--- src/rtl/power_converter_ramp.sv ---
// power_converter_ramp: gain stage (pass / boost x2 / buck /2) with saturation,
// slew-limited regulated output and a period-synchronous PWM gate drive.
// Optional over-voltage protection is built when POWER_CONVERTER_OVP_EN is defined.
module power_converter_ramp #(
    parameter int unsigned WIDTH     = 8,
    parameter int unsigned SLEW_STEP = 4,
    parameter int unsigned OVP_LIMIT = (1 << WIDTH) - 16
) (
    input  logic             clk,
    input  logic             rst_n,
    input  logic [WIDTH-1:0] ui_in,
    input  logic [1:0]       mode,
    input  logic             enable,
    output logic [WIDTH-1:0] uo_out,
    output logic             pwm_out,
    output logic             sat,
    output logic             ramp_done,
    output logic             fault
);

    localparam logic [WIDTH-1:0] SLEW = WIDTH'(SLEW_STEP);

`ifdef POWER_CONVERTER_OVP_EN
    localparam logic [WIDTH-1:0] OVP_W = WIDTH'(OVP_LIMIT);
    typedef enum logic [1:0] {IDLE, RAMP, TRACK, FAULT} state_t;
`else
    typedef enum logic [1:0] {IDLE, RAMP, TRACK} state_t;
`endif

    state_t           state_q, state_d;
    logic [WIDTH-1:0] in_q;
    logic [1:0]       mode_q;
    logic             en_q;
    logic [WIDTH-1:0] uo_q, uo_d;
    logic             done_q, done_d;
    logic             sat_q, sat_d;
    logic [WIDTH-1:0] cnt_q, duty_q;

    logic [WIDTH:0]   tgt_wide;
    logic [WIDTH-1:0] target;
    logic [WIDTH-1:0] diff, step, moved;
    logic             up, arrive, run, do_move;

    // Input sampling register
    always_ff @(posedge clk) begin
        if (!rst_n) begin
            in_q   <= '0;
            mode_q <= 2'b00;
            en_q   <= 1'b0;
        end else begin
            in_q   <= ui_in;
            mode_q <= mode;
            en_q   <= enable;
        end
    end

    // Gain selection with boost clamp, plus the bounded move toward target
    always_comb begin
        case (mode_q)
            2'b01:   tgt_wide = {1'b0, in_q};
            2'b10:   tgt_wide = {in_q, 1'b0};
            2'b11:   tgt_wide = {2'b00, in_q[WIDTH-1:1]};
            default: tgt_wide = '0;
        endcase
        sat_d  = (mode_q == 2'b10) && tgt_wide[WIDTH];
        target = sat_d ? '1 : tgt_wide[WIDTH-1:0];
        up     = target > uo_q;
        diff   = up ? (target - uo_q) : (uo_q - target);
        step   = (diff > SLEW) ? SLEW : diff;
        moved  = up ? (uo_q + step) : (uo_q - step);
        arrive = (moved == target);
        run    = en_q && (mode_q != 2'b00);
    end

`ifdef POWER_CONVERTER_OVP_EN
    logic fault_q, fault_d;
`endif

    // Next-state and regulated-output logic
    always_comb begin
        state_d = state_q;
        uo_d    = uo_q;
        done_d  = done_q;
        do_move = 1'b0;
`ifdef POWER_CONVERTER_OVP_EN
        fault_d = fault_q;
`endif
        case (state_q)
            IDLE: begin
                uo_d    = '0;
                done_d  = 1'b0;
                do_move = run;
            end
            RAMP, TRACK: do_move = 1'b1;
`ifdef POWER_CONVERTER_OVP_EN
            FAULT: begin
                uo_d    = '0;
                done_d  = 1'b0;
                fault_d = 1'b1;
            end
`endif
            default: state_d = IDLE;
        endcase
        // IDLE, RAMP and TRACK share one move: TRACK with an unchanged target
        // yields a zero step and stays put.
        if (do_move) begin
            uo_d    = moved;
            done_d  = arrive;
            state_d = arrive ? TRACK : RAMP;
`ifdef POWER_CONVERTER_OVP_EN
            if (moved > OVP_W) begin
                uo_d    = '0;
                done_d  = 1'b0;
                fault_d = 1'b1;
                state_d = FAULT;
            end
`endif
        end
        if (!run) begin
            state_d = IDLE;
            uo_d    = '0;
            done_d  = 1'b0;
`ifdef POWER_CONVERTER_OVP_EN
            fault_d = 1'b0;
`endif
        end
    end

    // State and output registers
    always_ff @(posedge clk) begin
        if (!rst_n) begin
            state_q <= IDLE;
            uo_q    <= '0;
            done_q  <= 1'b0;
            sat_q   <= 1'b0;
        end else begin
            state_q <= state_d;
            uo_q    <= uo_d;
            done_q  <= done_d;
            sat_q   <= sat_d;
        end
    end

`ifdef POWER_CONVERTER_OVP_EN
    // Over-voltage latch
    always_ff @(posedge clk) begin
        if (!rst_n) fault_q <= 1'b0;
        else        fault_q <= fault_d;
    end
    assign fault   = fault_q;
    assign pwm_out = (cnt_q < duty_q) && (state_q != FAULT);
`else
    assign fault   = 1'b0;
    assign pwm_out = (cnt_q < duty_q);
`endif

    // PWM counter; duty reloads only at period end so a period never glitches
    always_ff @(posedge clk) begin
        if (!rst_n) begin
            cnt_q  <= '0;
            duty_q <= '0;
        end else begin
            cnt_q <= cnt_q + 1'b1;
            if (cnt_q == '1) duty_q <= uo_q;
        end
    end

    assign uo_out    = uo_q;
    assign sat       = sat_q;
    assign ramp_done = done_q;

endmodule

--- config.mk ---
export PLATFORM = sky130hd
export DESIGN_NAME = power_converter_ramp
export DESIGN_NICKNAME = d
export VERILOG_FILES = /design/src/rtl/power_converter_ramp.sv
export SDC_FILE = /design/constraint.sdc
export NUM_CORES = 1
export LEC_CHECK = 0
export CAP_MARGIN = 20
export CORE_MARGIN = 4
export CORE_UTILIZATION = 60
export DETAILED_ROUTE_END_ITERATION = 12
export PLACE_DENSITY = 0.82
export SKIP_LAST_GASP = 1
export SYNTH_ARGS = -nofsm -noshare
export SYNTH_HDL_FRONTEND = slang
export SYNTH_SLANG_ARGS = --single-unit
--- constraint.sdc ---
create_clock -name clk -period 17.3 [get_ports clk]
set_input_delay 4.325 -clock clk [delete_from_list [all_inputs] [get_ports clk]]
set_output_delay 4.325 -clock clk [all_outputs]
set_load 0.05 [all_outputs]
==> summary.txt, run 1 <==
Status
  • Outcome: finished clean

Setup path
  • Worst Setup Start Kind: register
  • Worst endpoint data arrival time: 2.82 ns
  • Required @ worst endpoint: 12.98 ns
  • Flop2flop setup slack: 10.24 ns
  • Worst reg2reg path startpoint: mode_q[1]
  • Endpoint type of the worst setup path: output port
  • Reg-to-reg endpoint: state_q[0]
  • Startpoint-to-endpoint class of the critical path: reg -> out
  • Depth of the worst register-to-register path: 26
  • CP Max Fanout: 3

Cells and area
  • Combined area of the multi-input logic cells: 2101 um2
  • Number of antenna cells inserted: 0
  • Relative area change from synthesis to final layout: 10.55%
  • Register Area: 780.7 um2
  • Highest-count cells in the layout ignoring fill and taps: dfxtp_1, nand2_1, ha_1
  • Leading cell type in the layout, fill and taps excluded: dfxtp_1
  • Fraction of final layout cells with drive strength greater than 1: 0.06107
  • Final cell count without fillers: 460
  • Fillers: 380
  • Final nets: 443

Global route
  • Wire length of the first global-routing pass: 11.40 mm
  • Pin count of the biggest net entering global routing: 32
  • Initial antenna violation count: 0
  • Total global routing overflow: 0
  • Via count of the first global-routing pass: 2459
  • Overall Global Routing Usage: 0.2311

Place
  • Number of buffer cells added on primary ports: 23
  • DP HPWL: 5.491 mm
  • Post-placement cell count: 452
  • Final weighted congestion of routability-driven global placement: 0.9327

Synth
  • Warnings from Yosys: 0
  • Netlist area before placement: 3083 um2
  • Number of flip-flops and latches in the synthesized netlist: 39
  • Ys async rst share: 0
  • Post-synth top flop: dfxtp_1
  • Part of the Yosys area used for sequential elements: 0.2532
  • Average cell area after synthesis: 8.134 um2
  • Post-synthesis cell count: 379
  • Net count of the mapped netlist: 430
  • Number of synthesized flops with an enable pin: 0
  • Cell variety after synth: 49

STA
  • Post-Route Skew: 0.009988 ns
  • Fmax: 140.0 MHz
  • Period minus WS final: 7.141 ns
  • Final worst path period share: 0.4128
  • Hold violation total from the final report: 0
  • Number of setup violations in the final report: 0
  • Max-slew headroom: 0.3990
  • Slew of the pin with the lowest slew margin: 0.9015 ns
  • Setup TNS Final: 0 ns
  • RSZ-0062 raised after global routing: false
  • Final number of max-transition violations: 0

Routing
  • Post-route ant nets: 0
  • Number of iterations in the first detailed-routing pass: 6
  • Count of unresolved DRC violations after routing: 0
  • Number of vias per cell: 5.698
  • Number of design-rule violations left by the first detailed-router iteration: 203
  • Via count: 2621
  • Avg WL per Cell: 15.10 um
  • Final routed wirelength across all metal layers: 6.948 mm

Clock tree
  • Clock tree from TritonCTS: yes
  • Clock latency of the later-clocked register in the worst-skew pair: 0.30 ns
  • Register clock-pin slew on the reported worst setup and hold paths: 0.08 ns
  • Max clock buf depth: 2
  • Cells resized by post-CTS repair: 0
  • # hold bufs at CTS: 0
  • Number of buffers inserted by post-CTS setup repair: 0
  • CTS buffer count: 5
  • Sink count of the clock tree: 39
  • H-tree levels: 2
  • Root buffer cell: clkbuf_8

Die
  • Area enclosed by the die boundary: 6349 um2
  • Initial standard-cell utilization of the core: 0.6359
  • Number of rows created at floorplan: 25
  • Chip Width: 79.68 um
  • I/O pin count: 25
  • Height of the die: 79.68 um
  • Core ar.: 4848 um2

Hold path
  • End point of the most critical hold path: ramp_done
  • Worst Hold Depth: 2
  • Path class of the lowest-slack min-delay path: reg -> reg
  • Source of the worst hold timing path: ramp_done

Power and ir drop
  • Worst IR drop on VDD: 0.05581 mV
  • Leakage: 1.421 nW
  • PD cells: 72.60 nW/um2

Flow run
  • Max-cap viol count: 0
==> worst max path at each step <==
stage               from    endpoint  cells after the start
6_report        cnt_q[1]     pwm_out                     10
2_1_floorplan   cnt_q[1]     pwm_out                      9
3_3_place_gp    cnt_q[1]     pwm_out                     10
3_5_place_dp   mode_q[1]  state_q[0]                     27
4_1_cts         cnt_q[1]     pwm_out                     10
5_1_grt        mode_q[1]  state_q[1]                     26
==> cells in the mapped netlist, types with 2 or more instances <==
cell type,count,area share
a22oi_1,6,0.015
xnor2_1,10,0.028
nand2b_1,6,0.012
xnor2_2,2,0.011
a31oi_1,2,0.0041
mux2_2,7,0.026
nor3_1,2,0.0032
dfxtp_1,39,0.25
and3_1,2,0.0041
buf_2,2,0.0032
o21a_1,4,0.0097
nand4_1,5,0.010
ha_1,35,0.14
nand3b_1,2,0.0049
nor2_1,30,0.037
inv_1,29,0.035
nor2b_1,9,0.018
o2111ai_1,4,0.011
nand2_1,35,0.043
o31a_1,2,0.0057
a211oi_1,4,0.0097
buf_6,2,0.0073
a21o_1,8,0.019
nand3_1,6,0.0097
clkbuf_1,10,0.012
fa_1,3,0.019
and2_1,25,0.051
o31ai_1,2,0.0049
a21boi_0,2,0.0049
a211o_1,2,0.0057
or3_1,5,0.010
mux2i_1,6,0.019
o21ai_0,22,0.036
buf_4,3,0.0073
xor2_1,10,0.028
a21oi_1,22,0.036
nor4_1,2,0.0041
==> critical path, stage by stage, from the launching register on <==
cell	delay, ns
dfxtp_1	0.34
ha_1	0.29
a21o_1	0.15
a21o_1	0.18
a21o_1	0.17
a21oi_1	0.14
nor2b_1	0.06
o21ai_0	0.16
nand2b_1	0.07
a21oi_1	0.14
clkdlybuf4s50_1	0.82
==> where the power goes <==
part / switching, mW / internal (mW)
clock: 0.0324 / 0.0362
combinational: 0.0467 / 0.0377
sequential: 0.00258 / 0.0918
total: 0.0817 / 0.166
==> per-layer routing <==
metal | up-vias | GRT usage | wire (um) | part of all wire
met5 | - | 0 | 0 | 0
met2 | 86 | 0.4023 | 3358 | 0.48
li1 | 1323 | - | - | -
met1 | 1199 | 0.2822 | 3124 | 0.45
met3 | 13 | 0.05079 | 341 | 0.049
met4 | 0 | 0.07045 | 124 | 0.018
==> layout make-up <==
type / count / area share
clock buffer: 7 / 0.02827
clock inverter: 1 / 0.002203
sequential: 39 / 0.2291
tap: 67 / 0.02460
inverter: 29 / 0.03194
multi-input combinational: 294 / 0.6164
timing repair buffer: 23 / 0.06755
==> registers in the layout, summed over array words and instances (netlist names) <==
register / cells
in_q: 8
uo_out: 8
cnt_q: 8
ramp_done: 1
duty_q: 8
en_q: 1
state_q: 2
mode_q: 2
sat: 1
==> logic make-up after synthesis <==
group,after synthesis,synth area share
compound gates,86,0.1843
xor+xnor,22,0.06737
fa+ha+maj,38,0.1615
buf+inv,46,0.06534
flops,39,0.2532
mux,13,0.04505
other cells,1,0.001216
simple gates,134,0.2220
==> stage by stage <==
step | hold WS, ns | util | instance area, um2 | power [mW] | setup slack [ns]
after floorplan | 0.4320 | - | 3083 | 0.1642 | 10.76
after detailed placement | 0.4693 | 0.6815 | 3304 | 0.1796 | 10.30
final | 0.4861 | 0.7030 | 3408 | 0.2474 | 10.16
after global routing | 0.5307 | 0.7030 | 3408 | 0.2611 | 9.677
after global placement | 0.4602 | 0.6815 | 3304 | 0.1771 | 10.50
after CTS | 0.4855 | 0.7030 | 3408 | 0.2486 | 10.15
Power figures use the tool's default switching activity.
==> run 2: changes to the inputs <==
--- a/config.mk
+++ b/config.mk
@@ -7,9 +7,9 @@
 export LEC_CHECK = 0
 export CAP_MARGIN = 20
 export CORE_MARGIN = 4
-export CORE_UTILIZATION = 60
+export CORE_UTILIZATION = 59
 export DETAILED_ROUTE_END_ITERATION = 12
-export PLACE_DENSITY = 0.82
+export PLACE_DENSITY = 0.81
 export SKIP_LAST_GASP = 1
 export SYNTH_ARGS = -nofsm -noshare
 export SYNTH_HDL_FRONTEND = slang
==> constraint.sdc (replaced) <==
create_clock -name clk -period 7.5 [get_ports clk]
set_input_delay 1.875 -clock clk [delete_from_list [all_inputs] [get_ports clk]]
set_output_delay 1.875 -clock clk [all_outputs]
set_load 0.05 [all_outputs]
==> summary.txt, run 2 (synthesis results as in run 1) <==
Status
  • Outcome: finished clean

Place
  • DP HPWL: 5.150 mm
  • Final weighted congestion of routability-driven global placement: 0.8693
  • Number of buffer cells added on primary ports: 23
  • Post-placement cell count: 456

Cells and area
  • Leading cell type in the layout, fill and taps excluded: dfxtp_1
  • Number of antenna cells inserted: 0
  • Relative area change from synthesis to final layout: 11.28%
  • Combined area of the multi-input logic cells: 2101 um2
  • Fraction of final layout cells with drive strength greater than 1: 0.06345
  • Final cell count without fillers: 464
  • Fillers: 465
  • Final nets: 444
  • Highest-count cells in the layout ignoring fill and taps: dfxtp_1, nand2_1, ha_1
  • Register Area: 780.7 um2

Clock tree
  • H-tree levels: 2
  • Root buffer cell: clkbuf_8
  • Max clock buf depth: 2
  • # hold bufs at CTS: 0
  • Clock latency of the later-clocked register in the worst-skew pair: 0.30 ns
  • Cells resized by post-CTS repair: 0
  • Sink count of the clock tree: 39
  • CTS buffer count: 5
  • Number of buffers inserted by post-CTS setup repair: 0
  • Clock tree from TritonCTS: yes
  • Register clock-pin slew on the reported worst setup and hold paths: 0.09 ns

STA
  • Max-slew headroom: 0.4178
  • RSZ-0062 raised after global routing: false
  • Final worst path period share: 0.8896
  • Setup TNS Final: 0 ns
  • Hold violation total from the final report: 0
  • Worst hold margin: 0.4845 ns
  • Period minus WS final: 6.672 ns
  • Fmax: 149.9 MHz
  • Slew of the pin with the lowest slew margin: 0.8705 ns
  • Number of setup violations in the final report: 0
  • Final number of max-transition violations: 0
  • Post-Route Skew: 0.01663 ns

Setup path
  • CP Max Fanout: 11
  • Most repeated library cell on the critical path: a21oi_1
  • Flop2flop setup slack: 0.83 ns
  • Critical-path cell with the highest stage delay: dfxtp_1
  • Worst endpoint data arrival time: 6.85 ns
  • Cell family with the largest share of critical-path delay: compound AO/OA/AOI/OAI gates
  • Endpoint type of the worst setup path: register
  • Peak per-stage delay on the critical path: 0.55 ns
  • Startpoint-to-endpoint class of the critical path: reg -> reg
  • Crit path buffers/inverters: 3
  • Worst Setup Start Kind: register
  • Required @ worst endpoint: 7.68 ns

Hold path
  • Path class of the lowest-slack min-delay path: reg -> reg

Routing
  • Avg WL per Cell: 14.07 um
  • Final routed wirelength across all metal layers: 6.529 mm
  • Number of vias per cell: 5.597
  • Via count: 2597
  • Count of unresolved DRC violations after routing: 0
  • Number of iterations in the first detailed-routing pass: 4
  • Post-route ant nets: 0
  • Number of design-rule violations left by the first detailed-router iteration: 212

Global route
  • Initial antenna violation count: 0
  • Wire length of the first global-routing pass: 11.27 mm
  • Pin count of the biggest net entering global routing: 32
  • Overall Global Routing Usage: 0.2191
  • Total global routing overflow: 0
  • Via count of the first global-routing pass: 2414

Die
  • Core ar.: 5075 um2
  • Area enclosed by the die boundary: 6446 um2
  • Initial standard-cell utilization of the core: 0.6075
  • Height of the die: 80.29 um
  • Chip Width: 80.29 um
  • Number of rows created at floorplan: 26
  • I/O pin count: 25

Power and ir drop
  • Leakage: 1.431 nW
  • Worst IR drop on VDD: 0.1297 mV
  • PD cells: 172.1 nW/um2

Flow run
  • Max-cap viol count: 0
-- run 2: metal layers --
| layer | global-route usage | routed length [um] | up-vias | share of wire |
|---|---|---|---|---|
| li1 | - | - | 1316 | - |
| met1 | 0.3111 | 3213 | 1203 | 0.49 |
| met2 | 0.3477 | 2960 | 73 | 0.45 |
| met3 | 0.03700 | 310 | 5 | 0.047 |
| met4 | 0.04561 | 44 | 0 | 0.0067 |
| met5 | 0 | 0 | - | 0 |
-- run 2: per-stage QoR --
stage          area [um2]    util  setup WS [ns]  power, mW
5_1_grt              3431  0.6760         0.2375     0.6249
4_1_cts              3431  0.6760         0.8480     0.5923
6_report             3431  0.6760         0.8282     0.5905
3_3_place_gp         3316  0.6534          1.162     0.4114
3_5_place_dp         3316  0.6534         0.8932     0.4157
2_1_floorplan        3083       -          1.528     0.3787
-- run 2: final timing paths --
path	endpoint	cells after the start	startpoint
max	state_q[0]	28	mode_q[1]
min reg2reg	cnt_q[0]	1	cnt_q[0]
max reg2reg	state_q[0]	28	mode_q[1]
min	cnt_q[0]	1	cnt_q[0]
-- run 2: power by group --
group | leakage [nW] | internal [mW] | switching (mW)
Sequential | 0.318 | 0.212 | 0.00568
Combinational | 1.06 | 0.0885 | 0.108
Clock | 0.0548 | 0.100 | 0.0760
-- run 2: worst reg2reg max path: cells and delay by family, from the launching register on --
family                     cells  cell delay, ns
AOI/OAI and AO/OA             11            2.17
and+or+nand+nor                6            1.30
adders and majority gates      3            0.94
xor gates and xnor gates       4            0.84
DFF                            1            0.55
buffers and inverters          3            0.41
muxes                          1            0.35
-- run 2: final cells by class --
class	count	share of cell area
Clock inverter	3	0.01349
Multi-Input combinational cell	294	0.6123
Timing Repair Buffer	24	0.06929
Clock buffer	5	0.02006
Sequential cell	39	0.2276
Tap cell	70	0.02553
Inverter	29	0.03173
==> run 3: changes to the inputs <==
--- a/config.mk
+++ b/config.mk
@@ -8,6 +8,7 @@
 export CAP_MARGIN = 20
 export CORE_MARGIN = 4
 export CORE_UTILIZATION = 59
+export CTS_CLUSTER_DIAMETER = 150
 export DETAILED_ROUTE_END_ITERATION = 12
 export PLACE_DENSITY = 0.81
 export SKIP_LAST_GASP = 1
==> results of run 3 <==
No change in the layout: final DEF, timing and power equal those of run 2.
